$ cat config.mk
export PLATFORM = sky130hd
export DESIGN_NAME = seg_scan_ctrl_flat
export DESIGN_NICKNAME = d
export VERILOG_FILES = /design/src/rtl/seg_scan_if.sv /design/src/rtl/seg_scan_ctrl.sv /design/src/flat_wrapper.sv
export SDC_FILE = /design/constraint.sdc
export NUM_CORES = 1
export LEC_CHECK = 0
export ABC_AREA = 1
export ABC_CLOCK_PERIOD_IN_PS = 1800
export CORE_MARGIN = 8
export CORE_UTILIZATION = 50
export CTS_BUF_LIST = sky130_fd_sc_hd__clkbuf_4 sky130_fd_sc_hd__clkbuf_8
export CTS_CLUSTER_SIZE = 14
export DETAILED_ROUTE_END_ITERATION = 12
export GPL_TIMING_DRIVEN = 0
export HOLD_SLACK_MARGIN = 0.1
export PLACE_DENSITY = 0.85
export SLEW_MARGIN = 15
export SYNTH_ARGS = -nofsm -noshare
export SYNTH_HDL_FRONTEND = slang
export SYNTH_SLANG_ARGS = --single-unit
$ cat constraint.sdc
create_clock -name clock -period 1.8 [get_ports clock]
set_input_delay 0.27 -clock clock [delete_from_list [all_inputs] [get_ports clock]]
set_output_delay 0.27 -clock clock [all_outputs]
set_load 0.02 [all_outputs]
$ cat src/rtl/seg_scan_if.sv
// Load port of the 7-segment scan controller: value + decimal points offered over valid/ready.
interface seg_scan_if;
    logic        load_valid;
    logic [15:0] load_data;
    logic [3:0]  load_dp;
    logic        load_ready;

    modport master (output load_valid, output load_data, output load_dp, input load_ready);
    modport slave  (input load_valid, input load_data, input load_dp, output load_ready);
endinterface

$ cat src/rtl/seg_scan_ctrl.sv
// 4-digit common-anode 7-segment scan controller: double-buffered value, commits only at frame
// boundaries or while idle, blanks each digit slot briefly to avoid ghosting.
module seg_scan_ctrl #(
    parameter int SCAN_DIV  = 100000,
    parameter int BLANK_CYC = 1000
) (
    input  logic       clock,
    input  logic       reset,
    input  logic       enable,
    input  logic       lz_blank,
    seg_scan_if.slave  load,
    output logic [7:0] seg,
    output logic [3:0] anode,
    output logic       frame_done
);
    localparam int CW = $clog2(SCAN_DIV);
    localparam logic [CW-1:0] SLOT_LAST  = CW'(SCAN_DIV - 1);
    localparam logic [CW-1:0] BLANK_LAST = CW'(BLANK_CYC - 1);
    localparam logic [7:0] HEX_SEG [16] = '{
        8'hC0, 8'hF9, 8'hA4, 8'hB0, 8'h99, 8'h92, 8'h82, 8'hF8,
        8'h80, 8'h90, 8'h88, 8'h83, 8'hC6, 8'hA1, 8'h86, 8'h8E
    };

    typedef enum logic [1:0] {IDLE, BLANK, DRIVE} state_t;

    state_t        state_reg, state_next;
    logic [CW-1:0] slot_reg, slot_next;
    logic [1:0]    digit_reg, digit_next;
    logic [15:0]   act_data_reg, pend_data_reg;
    logic [3:0]    act_dp_reg, pend_dp_reg;
    logic          pend_full_reg;
    logic [7:0]    seg_reg, seg_next;
    logic [3:0]    anode_reg, anode_next;
    logic [3:0]    lead_zero;
    logic [3:0]    cur_nib;
    logic          commit, accept;

    always_ff @(posedge clock or negedge reset) begin
        if (!reset) begin
            state_reg <= IDLE;
            slot_reg  <= '0;
            digit_reg <= '0;
        end else begin
            state_reg <= state_next;
            slot_reg  <= slot_next;
            digit_reg <= digit_next;
        end
    end

    always_comb begin
        state_next = state_reg;
        slot_next  = slot_reg;
        digit_next = digit_reg;
        frame_done = 1'b0;
        case (state_reg)
            IDLE: begin
                slot_next  = '0;
                digit_next = '0;
                if (enable) state_next = BLANK;
            end
            BLANK: begin
                slot_next = slot_reg + 1'b1;
                if (slot_reg == BLANK_LAST) state_next = DRIVE;
            end
            DRIVE: begin
                if (slot_reg == SLOT_LAST) begin
                    slot_next  = '0;
                    digit_next = digit_reg + 2'd1;
                    state_next = BLANK;
                    frame_done = (digit_reg == 2'd3);
                end else begin
                    slot_next = slot_reg + 1'b1;
                end
            end
            default: state_next = IDLE;
        endcase
        // Dropping enable aborts the slot immediately, whatever the state.
        if (!enable) begin
            state_next = IDLE;
            slot_next  = '0;
            digit_next = '0;
        end
    end

    // The pending buffer can only be written while empty, so commit and accept never coincide.
    assign commit          = pend_full_reg && (frame_done || state_reg == IDLE);
    assign accept          = load.load_valid && !pend_full_reg;
    assign load.load_ready = ~pend_full_reg;

    always_ff @(posedge clock or negedge reset) begin
        if (!reset) begin
            pend_data_reg <= '0;
            pend_dp_reg   <= '0;
            act_data_reg  <= '0;
            act_dp_reg    <= '0;
            pend_full_reg <= 1'b0;
        end else if (commit) begin
            act_data_reg  <= pend_data_reg;
            act_dp_reg    <= pend_dp_reg;
            pend_full_reg <= 1'b0;
        end else if (accept) begin
            pend_data_reg <= load.load_data;
            pend_dp_reg   <= load.load_dp;
            pend_full_reg <= 1'b1;
        end
    end

    // lead_zero[k]: nibbles k..3 of the active value are all zero.
    for (genvar gi = 0; gi < 4; gi++) begin : g_lz
        assign lead_zero[gi] = ~|act_data_reg[15:4*gi];
    end

    always_comb begin
        cur_nib    = act_data_reg[{digit_reg, 2'b00} +: 4];
        anode_next = 4'hF;
        seg_next   = 8'hFF;
        if (enable && state_reg == DRIVE) begin
            anode_next = ~(4'b0001 << digit_reg);
            seg_next   = {~act_dp_reg[digit_reg],
                          (lz_blank && digit_reg != 2'd0 && lead_zero[digit_reg]) ?
                              7'h7F : HEX_SEG[cur_nib][6:0]};
        end
    end

    always_ff @(posedge clock or negedge reset) begin
        if (!reset) begin
            seg_reg   <= 8'hFF;
            anode_reg <= 4'hF;
        end else begin
            seg_reg   <= seg_next;
            anode_reg <= anode_next;
        end
    end

    assign seg   = seg_reg;
    assign anode = anode_reg;
endmodule
$ cat src/flat_wrapper.sv
// flat-port wrapper written by rule: the top's interface ports become plain ports
module seg_scan_ctrl_flat 
#(
    parameter int SCAN_DIV  = 100000,
    parameter int BLANK_CYC = 1000
)
  (clock, reset, enable, lz_blank, seg, anode, frame_done, load_load_valid, load_load_data, load_load_dp, load_load_ready);
  seg_scan_if load_i ();
  input  logic clock;
  input  logic reset;
  input  logic enable;
  input  logic lz_blank;
  output logic [7:0] seg;
  output logic [3:0] anode;
  output logic frame_done;
  input wire logic [$bits(load_i.load_valid)-1:0] load_load_valid;
  input wire logic [$bits(load_i.load_data)-1:0] load_load_data;
  input wire logic [$bits(load_i.load_dp)-1:0] load_load_dp;
  output wire logic [$bits(load_i.load_ready)-1:0] load_load_ready;
  assign load_i.load_valid = load_load_valid;
  assign load_i.load_data = load_load_data;
  assign load_i.load_dp = load_load_dp;
  assign load_load_ready = load_i.load_ready;
  seg_scan_ctrl #(.SCAN_DIV(SCAN_DIV), .BLANK_CYC(BLANK_CYC)) u_core (.clock(clock), .reset(reset), .enable(enable), .lz_blank(lz_blank), .load(load_i), .seg(seg), .anode(anode), .frame_done(frame_done));
endmodule
==> results.json, run 1 <==
{
  "ant_nets": 0,
  "numCtsBuffers": 9,
  "pwr-share-seq": 0.371,
  "tightestPinTransition_ns": 0.368,
  "grt_pass1_wl_mm": 15.4,
  "layout_commonest_cell": "nand2_1",
  "nNetsFinal": 576,
  "overflow": 0,
  "whs_ns": 0.310,
  "fin_crit_ns": 1.91,
  "dpl_cell_area_um2": 4360,
  "io_pins": 39,
  "drt-met1-wl_mm": 4.04,
  "synth_nets": 499,
  "row_count": 32,
  "htree_levels": 3,
  "slew-limit-headroom": 0.754,
  "fin_area_um2": 4990,
  "cts.clk_slew.worst_paths_ns": 0.09,
  "critPathMaxFanout": 8,
  "critPathLaunchType": "register",
  "drive_gt1_frac": 0.255,
  "synthDistinctLibCells": 37,
  "min_period_over_period": 1.06,
  "rsz0062_at_grt": "true",
  "dieHeight_um": 103,
  "fmax_ghz": 0.523,
  "numPortBuffers": 38,
  "r2r_setup_slack_ns": -0.11,
  "setup_violations": 25,
  "grt_max_degree": 59,
  "fillers": 532,
  "largest_register_ff_count": 17,
  "grt_pass1_vias": 3373,
  "timing.final.ws_setup_ns": -0.113,
  "p_per_area_nw_per_um2": 1380,
  "path_class": "register to register",
  "hold_path_class": "primary input to async pin",
  "cp.required_ns": 2.09,
  "p_sw_mw": 2.74,
  "dr_total_vias": 3482,
  "grt_usage": 0.184,
  "p_leak_nw": 2.37,
  "cts_max_path_buffers": 2,
  "viasPerCell": 5.42,
  "synth-seq-cells": 74,
  "clk_latency_ns": 0.37,
  "switching_share": 0.398,
  "p_int_mw": 4.14,
  "start_util": 0.506,
  "finalMaxSlewViolations": 0,
  "route.detailed.drc": 0,
  "totalPowerFinal_mw": 6.89,
  "violations": "negative setup slack",
  "hold_viol_final": 0,
  "avgRoutedWirePerCell_um": 15.3,
  "cts_tree": "built",
  "cts_root_buf": "clkbuf_8",
  "dr.first_iter.drc_count": 246,
  "reg2reg_depth": 10,
  "n_antenna_cell": 0,
  "antenna_found_initial": 0,
  "fin_cells": 643,
  "worst_ir_drop_vdd_uv": 894,
  "dpl.hpwl_mm": 6.09,
  "dr.max_layer_used": "met4",
  "clock_skew_ns": 0.0124,
  "post-place-ws_ns": -0.294,
  "wl_met3_um": 570,
  "status": "finished, violations left",
  "cts.sinks": 74,
  "clkPwrFrac": 0.199,
  "syn_area_um2": 3830,
  "syn_area_per_cell_um2": 8.34,
  "fp.coreArea_um2": 7570,
  "die-area_um2": 10700,
  "max-cap-violations": 0,
  "power.share.combinational": 0.430,
  "arrival_ns": 2.20,
  "final_cell_mix": "121 x nand2_1, 62 x dfrtp_1, 43 x nor2_1",
  "gp_congestion": 0.923,
  "numPlacedInstances": 600,
  "yosysWarnings": 0,
  "ys_seq_area_frac": 0.488,
  "drt_pass1_iterations": 6,
  "die_w_um": 103,
  "cp-end-kind": "register",
  "routed_wl_mm": 9.87,
  "area_growth_pct": 30.4,
  "synthCells": 459,
  "wl_met2_mm": 4.94
}
power groups by stage:
stage	clock network (mW)	registers (mW)	logic [mW]
finish	1.37	2.56	2.96
CTS	1.38	2.53	2.51
global route	1.45	2.61	3.27
global placement	0	2.53	2.19
detailed placement	0	2.56	2.32
floorplan	0	2.50	1.70
layout make-up:
cell class | instances | area [um^2] | area share
sequential | 74 | 1870 | 0.374
multi-input combinational | 326 | 1830 | 0.368
timing repair buffer | 66 | 658 | 0.132
inverter | 49 | 191 | 0.0384
tap | 102 | 128 | 0.0256
clock buffer | 9 | 124 | 0.0248
buffer | 10 | 105 | 0.0211
clock inverter | 7 | 83.8 | 0.0168
logic make-up (layout without fill, tap and decap cells):
family / Yosys count / in the layout / share of synthesized area
AOI/OAI and AO/OA: 57 / 57 / 0.0873
xor gates and xnor gates: 3 / 3 / 0.00687
adders and majority gates: 15 / 15 / 0.0490
buffers and inverters: 59 / 141 / 0.0683
DFF: 74 / 74 / 0.488
muxes: 15 / 15 / 0.0441
and+or+nand+nor: 236 / 236 / 0.257
worst paths after layout:
path | from | endpoint
setup / recovery | u_core.digit_reg[1] | u_core.seg[1]
hold / removal | reset | u_core.slot_reg[5]
setup reg to reg | u_core.digit_reg[1] | u_core.seg[1]
hold reg to reg | u_core.pend_data_reg[10] | u_core.act_data_reg[10]
max in group asynchronous | reset | u_core.seg[3]
min in group clock | u_core.pend_data_reg[10] | u_core.act_data_reg[10]
stage by stage:
| step | util | setup TNS [ns] |
|---|---|---|
| 2_1_floorplan | - | 0 |
| 3_3_place_gp | 0.573 | -134.80 |
| 3_5_place_dp | 0.576 | -3.53 |
| 4_1_cts | 0.624 | -0.0168 |
| 5_1_grt | 0.660 | -4.29 |
| 6_report | 0.660 | -1.06 |
Yosys cell counts (all sizes together):
master / number / area share
a21oi: 21 / 0.027
a22oi: 2 / 0.0039
a31oi: 1 / 0.0016
buf: 8 / 0.017
clkbuf: 2 / 0.0023
clkinv: 1 / 0.00098
dfrtp: 62 / 0.41
dfstp: 12 / 0.082
ha: 15 / 0.049
inv: 48 / 0.048
mux2: 15 / 0.044
nand2: 148 / 0.15
nand3: 28 / 0.037
nand4: 5 / 0.0082
nor2: 48 / 0.050
nor3: 4 / 0.0052
nor3b: 1 / 0.0033
nor4: 1 / 0.0016
o21ai: 27 / 0.043
o21bai: 3 / 0.0059
o22ai: 2 / 0.0033
o31ai: 1 / 0.0020
or2: 1 / 0.0016
xnor2: 1 / 0.0023
xor2: 2 / 0.0046
metal layers:
metal  vias up  track usage
met3        38       0.0308
met4         0        0.101
met5         -            0
met2       172        0.296
met1      1657        0.231
li1       1615            -
worst max-delay path, stage by stage (launching register included):
cell and delay [ns]:
dfrtp_1 0.38, clkbuf_2 0.23, inv_2 0.13, nand3_1 0.15
nand2_2 0.10, buf_4 0.15, ha_1 0.29, nand2_1 0.11
nor2_1 0.06, a21oi_1 0.16, nand2_1 0.07
repair_timing:
item	in CTS	in global routing
buffers inserted	11	12
gates resized for setup	30	44
hold buffers	1	0
pin swaps	7	18
setup endpoints to repair	22	49
cloned	0	3
endpoints found under the hold margin	33	0
No activity file was read; power rests on OpenSTA's default activity.
==> inputs of run 2 (changes only) <==
CORE_MARGIN = default   (was 8)
CORE_UTILIZATION = 35   (was 50)
PLACE_DENSITY = 0.66   (was 0.85)
==> results.json, run 2 (same netlist as run 1, synthesis figures left out) <==
{
  "grt_max_degree": 62,
  "numCtsBuffers": 9,
  "numPlacedInstances": 634,
  "crit_path_top_delay_cell": "dfrtp_1",
  "row_count": 37,
  "rsz0062_at_grt": "true",
  "tightestPinTransition_ns": 0.368,
  "nNetsFinal": 567,
  "cts_max_path_buffers": 2,
  "viasPerCell": 4.72,
  "fin_cells": 668,
  "critPathMaxFanout": 4,
  "arrival_ns": 1.50,
  "dr.first_iter.drc_count": 122,
  "path_class": "register to output pin",
  "slowest_delay_ns": 0.40,
  "cts.sinks": 74,
  "fp.coreArea_um2": 10500,
  "fin_crit_ns": 1.77,
  "finalMaxSlewViolations": 0,
  "area_growth_pct": 27.9,
  "route.detailed.drc": 0,
  "cts.clk_slew.worst_paths_ns": 0.08,
  "n_antenna_cell": 0,
  "wl_met2_mm": 3.84,
  "antenna_found_initial": 0,
  "setup_violations": 0,
  "max-cap-violations": 0,
  "dr_total_vias": 3150,
  "grt_pass1_vias": 3004,
  "routed_wl_mm": 8.39,
  "cts_tree": "built",
  "io_pins": 39,
  "clock_skew_ns": 0.00747,
  "hold_viol_final": 0,
  "die_w_um": 107,
  "dpl_cell_area_um2": 4400,
  "worst_ir_drop_vdd_uv": 716,
  "reg2reg_depth": 10,
  "drt-met1-wl_mm": 4.03,
  "dpl.hpwl_mm": 5.98,
  "grt_pass1_wl_mm": 13.9,
  "worst-path-buf-inv": 2,
  "start_util": 0.366,
  "avgRoutedWirePerCell_um": 12.6,
  "hold_path_class": "primary input to async pin",
  "gp_congestion": 0.896,
  "clk_latency_ns": 0.35,
  "min_period_over_period": 0.982,
  "wl_met3_um": 396,
  "fmax_ghz": 0.565,
  "status": "finished clean",
  "drive_gt1_frac": 0.220,
  "largest_register_ff_count": 17,
  "grt_usage": 0.155,
  "critPathLaunchType": "register",
  "crit_chain": "ha_4 -> nand2_4 -> inv_4 -> nand2_4 -> nor2_4 -> nand2_4 -> nor2_4 -> buf_6",
  "final_cell_mix": "135 x nand2_1, 59 x dfrtp_1, 43 x nor2_1",
  "numPortBuffers": 38,
  "p_leak_nw": 2.34,
  "cp_top_family": "flip-flops",
  "crit_path_frequent_cell": "nand2_4",
  "cp-end-kind": "output pin",
  "dieHeight_um": 107,
  "htree_levels": 3,
  "fin_util": 0.468,
  "fin_area_um2": 4900,
  "cp.depth": 8,
  "drt_pass1_iterations": 4,
  "layout_commonest_cell": "nand2_1",
  "slew-limit-headroom": 0.755,
  "die-area_um2": 11400,
  "cp.required_ns": 1.53,
  "ant_nets": 0,
  "cts_root_buf": "clkbuf_8",
  "overflow": 0,
  "p_per_area_nw_per_um2": 1320,
  "dr.max_layer_used": "met4"
}
-- run 2: changes by cell type in the layout (fill, tap and decap cells not counted), sizes merged --
cell	change
buf	-8
dlymetal6s2s	-3
clkinv	+1
clkdlybuf4s50	+3
inv	-2
-- run 2: worst paths after layout --
kind	start	end	slack, ns
setup / recovery	u_core.slot_reg[1]	frame_done	0.03
hold / removal	reset	u_core.pend_data_reg[15]	0.32
setup reg to reg	u_core.digit_reg[1]	u_core.seg[3]	0.11
hold reg to reg	u_core.pend_data_reg[4]	u_core.act_data_reg[4]	0.48
max in group asynchronous	reset	u_core.anode[0]	0.88
min in group clock	u_core.pend_data_reg[4]	u_core.act_data_reg[4]	0.48
-- run 2: cell type report --
type,instances,area (um^2)
sequential,74,1870
inverter,49,199
clock buffer,10,138
multi-input combinational,326,1800
buffer,9,88.8
tap,136,170
fill,1048,5570
timing repair buffer,58,558
clock inverter,6,72.6
-- run 2: stage by stage --
step | setup WS [ns] | setup TNS, ns | hold WS (ns) | power [mW]
finish | 0.0315 | 0 | 0.320 | 6.48
global route | -0.0520 | -0.0788 | 0.324 | 6.98
CTS | -0.0775 | -0.0775 | 0.308 | 6.33
detailed placement | -0.279 | -4.24 | 0.156 | 4.88
global placement | -2.14 | -150.70 | 0.453 | 4.76
floorplan | 0.0481 | 0 | -0.0256 | 4.20
-- run 2: metal layers --
metal | vias up | GRT usage
met2 | 74 | 0.239
met4 | 0 | 0.0616
met5 | - | 0
li1 | 1603 | -
met3 | 10 | 0.0347
met1 | 1463 | 0.211
-- run 2: report_power, final --
part	internal [mW]	switching, mW
clock	0.692	0.662
sequential	2.21	0.310
combinational	1.12	1.49
-- run 2: timing repair --
item                                    CTS  global route
hold endpoints to repair                 21             0
pin swaps                                 6             7
buffers inserted                          8            10
hold buffers                              1             0
endpoints found under the setup margin   33            48
gates resized for setup                  22            35
==> inputs of run 3 (changes only) <==
CORE_MARGIN = 4   (was default)
CTS_CLUSTER_SIZE = 10   (was 14)
==> results.json, run 3 (same netlist as run 1, synthesis figures left out) <==
{
  "crit_path_top_delay_cell": "dfrtp_1",
  "grt_max_degree": 65,
  "min_period_over_period": 0.989,
  "clock_skew_ns": 0.00946,
  "dieHeight_um": 113,
  "max-cap-violations": 0,
  "p_leak_nw": 2.35,
  "antenna_found_initial": 0,
  "slew-limit-headroom": 0.754,
  "largest_register_ff_count": 17,
  "critPathLaunchType": "register",
  "drt_pass1_iterations": 5,
  "io_pins": 39,
  "fin_area_um2": 4980,
  "worst_ir_drop_vdd_uv": 758,
  "gp_congestion": 0.915,
  "routed_wl_mm": 8.64,
  "path_class": "register to register",
  "fp.coreArea_um2": 10500,
  "dpl.hpwl_mm": 5.93,
  "critPathMaxFanout": 6,
  "finalMaxSlewViolations": 0,
  "cp-end-kind": "register",
  "drive_gt1_frac": 0.265,
  "cts_root_buf": "clkbuf_8",
  "clk_latency_ns": 0.36,
  "die-area_um2": 12700,
  "nNetsFinal": 575,
  "final_cell_mix": "118 x nand2_1, 61 x dfrtp_1, 43 x nor2_1",
  "crit_chain": "ha_4 -> nand2_4 -> inv_2 -> nand2_2 -> nor2_2 -> nand2_2 -> buf_6 -> o21ai_4 -> nand2_4 -> buf_6 -> nand2_1 -> nand2_1",
  "setup_violations": 0,
  "cts_tree": "built",
  "ant_nets": 0,
  "n_antenna_cell": 0,
  "fin_crit_ns": 1.78,
  "cp.required_ns": 2.06,
  "numCtsBuffers": 9,
  "die_w_um": 113,
  "tightestPinTransition_ns": 0.369,
  "grt_usage": 0.144,
  "route.detailed.drc": 0,
  "start_util": 0.364,
  "grt_pass1_vias": 3273,
  "overflow": 0,
  "status": "finished clean",
  "avgRoutedWirePerCell_um": 12.8,
  "fmax_ghz": 0.562,
  "rsz0062_at_grt": "true",
  "cts_max_path_buffers": 2,
  "cts.sinks": 74,
  "tns_ns": 0,
  "row_count": 37,
  "viasPerCell": 4.77,
  "dr_total_vias": 3222,
  "area_growth_pct": 30.2,
  "dpl_cell_area_um2": 4400,
  "arrival_ns": 2.04,
  "dr.first_iter.drc_count": 168,
  "htree_levels": 3,
  "hold_viol_final": 0,
  "p_per_area_nw_per_um2": 1310,
  "slowest_delay_ns": 0.40,
  "layout_commonest_cell": "nand2_1",
  "hold_path_class": "primary input to async pin",
  "grt_pass1_wl_mm": 14.9,
  "cts.clk_slew.worst_paths_ns": 0.08,
  "numPortBuffers": 38
}
run 3: area by class of cell:
| type | instances | area, um^2 |
|---|---|---|
| buffer | 9 | 87.6 |
| clock inverter | 7 | 53.8 |
| fill | 994 | 5520 |
| inverter | 49 | 195 |
| sequential | 74 | 1870 |
| multi-input combinational | 327 | 1850 |
| tap | 136 | 170 |
| timing repair buffer | 65 | 632 |
| clock buffer | 9 | 124 |
run 3: timing repair:
action / in CTS / in global routing
cloned: 3 / 1
setup buffers: 15 / 7
endpoints found under the hold margin: 62 / 0
pin swaps: 8 / 20
resized for setup: 38 / 42
setup endpoints to repair: 33 / 42
hold buffers: 1 / 0
run 3: worst paths after layout:
| path | endpoint | start | slack, ns | depth (start not counted) |
|---|---|---|---|---|
| min reg2reg | u_core.act_data_reg[8] | u_core.pend_data_reg[8] | 0.47 | 2 |
| max in group asynchronous | u_core.anode[2] | reset | 0.93 | 3 |
| max reg2reg | u_core.act_data_reg[4] | u_core.slot_reg[0] | 0.02 | 12 |
| min | u_core.slot_reg[6] | reset | 0.28 | 2 |
| min in group clock | u_core.act_data_reg[8] | u_core.pend_data_reg[8] | 0.47 | 2 |
| max | u_core.act_data_reg[4] | u_core.slot_reg[0] | 0.02 | 12 |
run 3: where the power goes:
group / switching, mW / total [mW] / internal [mW]
combinational: 1.57 / 2.80 / 1.23
sequential: 0.350 / 2.56 / 2.21
clock: 0.681 / 1.19 / 0.511
run 3: layer usage:
metal	share of wire	GRT usage	vias up
li1	-	-	1621
met1	0.47	0.189	1512
met4	0.018	0.0609	0
met5	0	0	-
met3	0.043	0.0318	11
met2	0.47	0.227	78
run 3: worst max-delay path, delay by kind of cell, from the launching register on:
kind | cells | cell delay [ns]
buffers and inverters | 3 | 0.37
and+or+nand+nor | 7 | 0.55
DFF | 1 | 0.40
AOI/OAI and AO/OA | 1 | 0.18
adders and majority gates | 1 | 0.17
run 3: per-stage QoR:
step                      setup WS (ns)   util  total power, mW  hold WS [ns]  cells
after floorplan                  0.0481      -             4.20       -0.0256    459
after global routing            -0.0739  0.474             7.07         0.304    676
after CTS                       0.00113  0.457             6.31         0.275    668
after detailed placement         -0.294  0.419             4.86         0.133    634
final                            0.0204  0.474             6.55         0.284    676
after global placement            -2.04  0.417             4.76         0.453    633
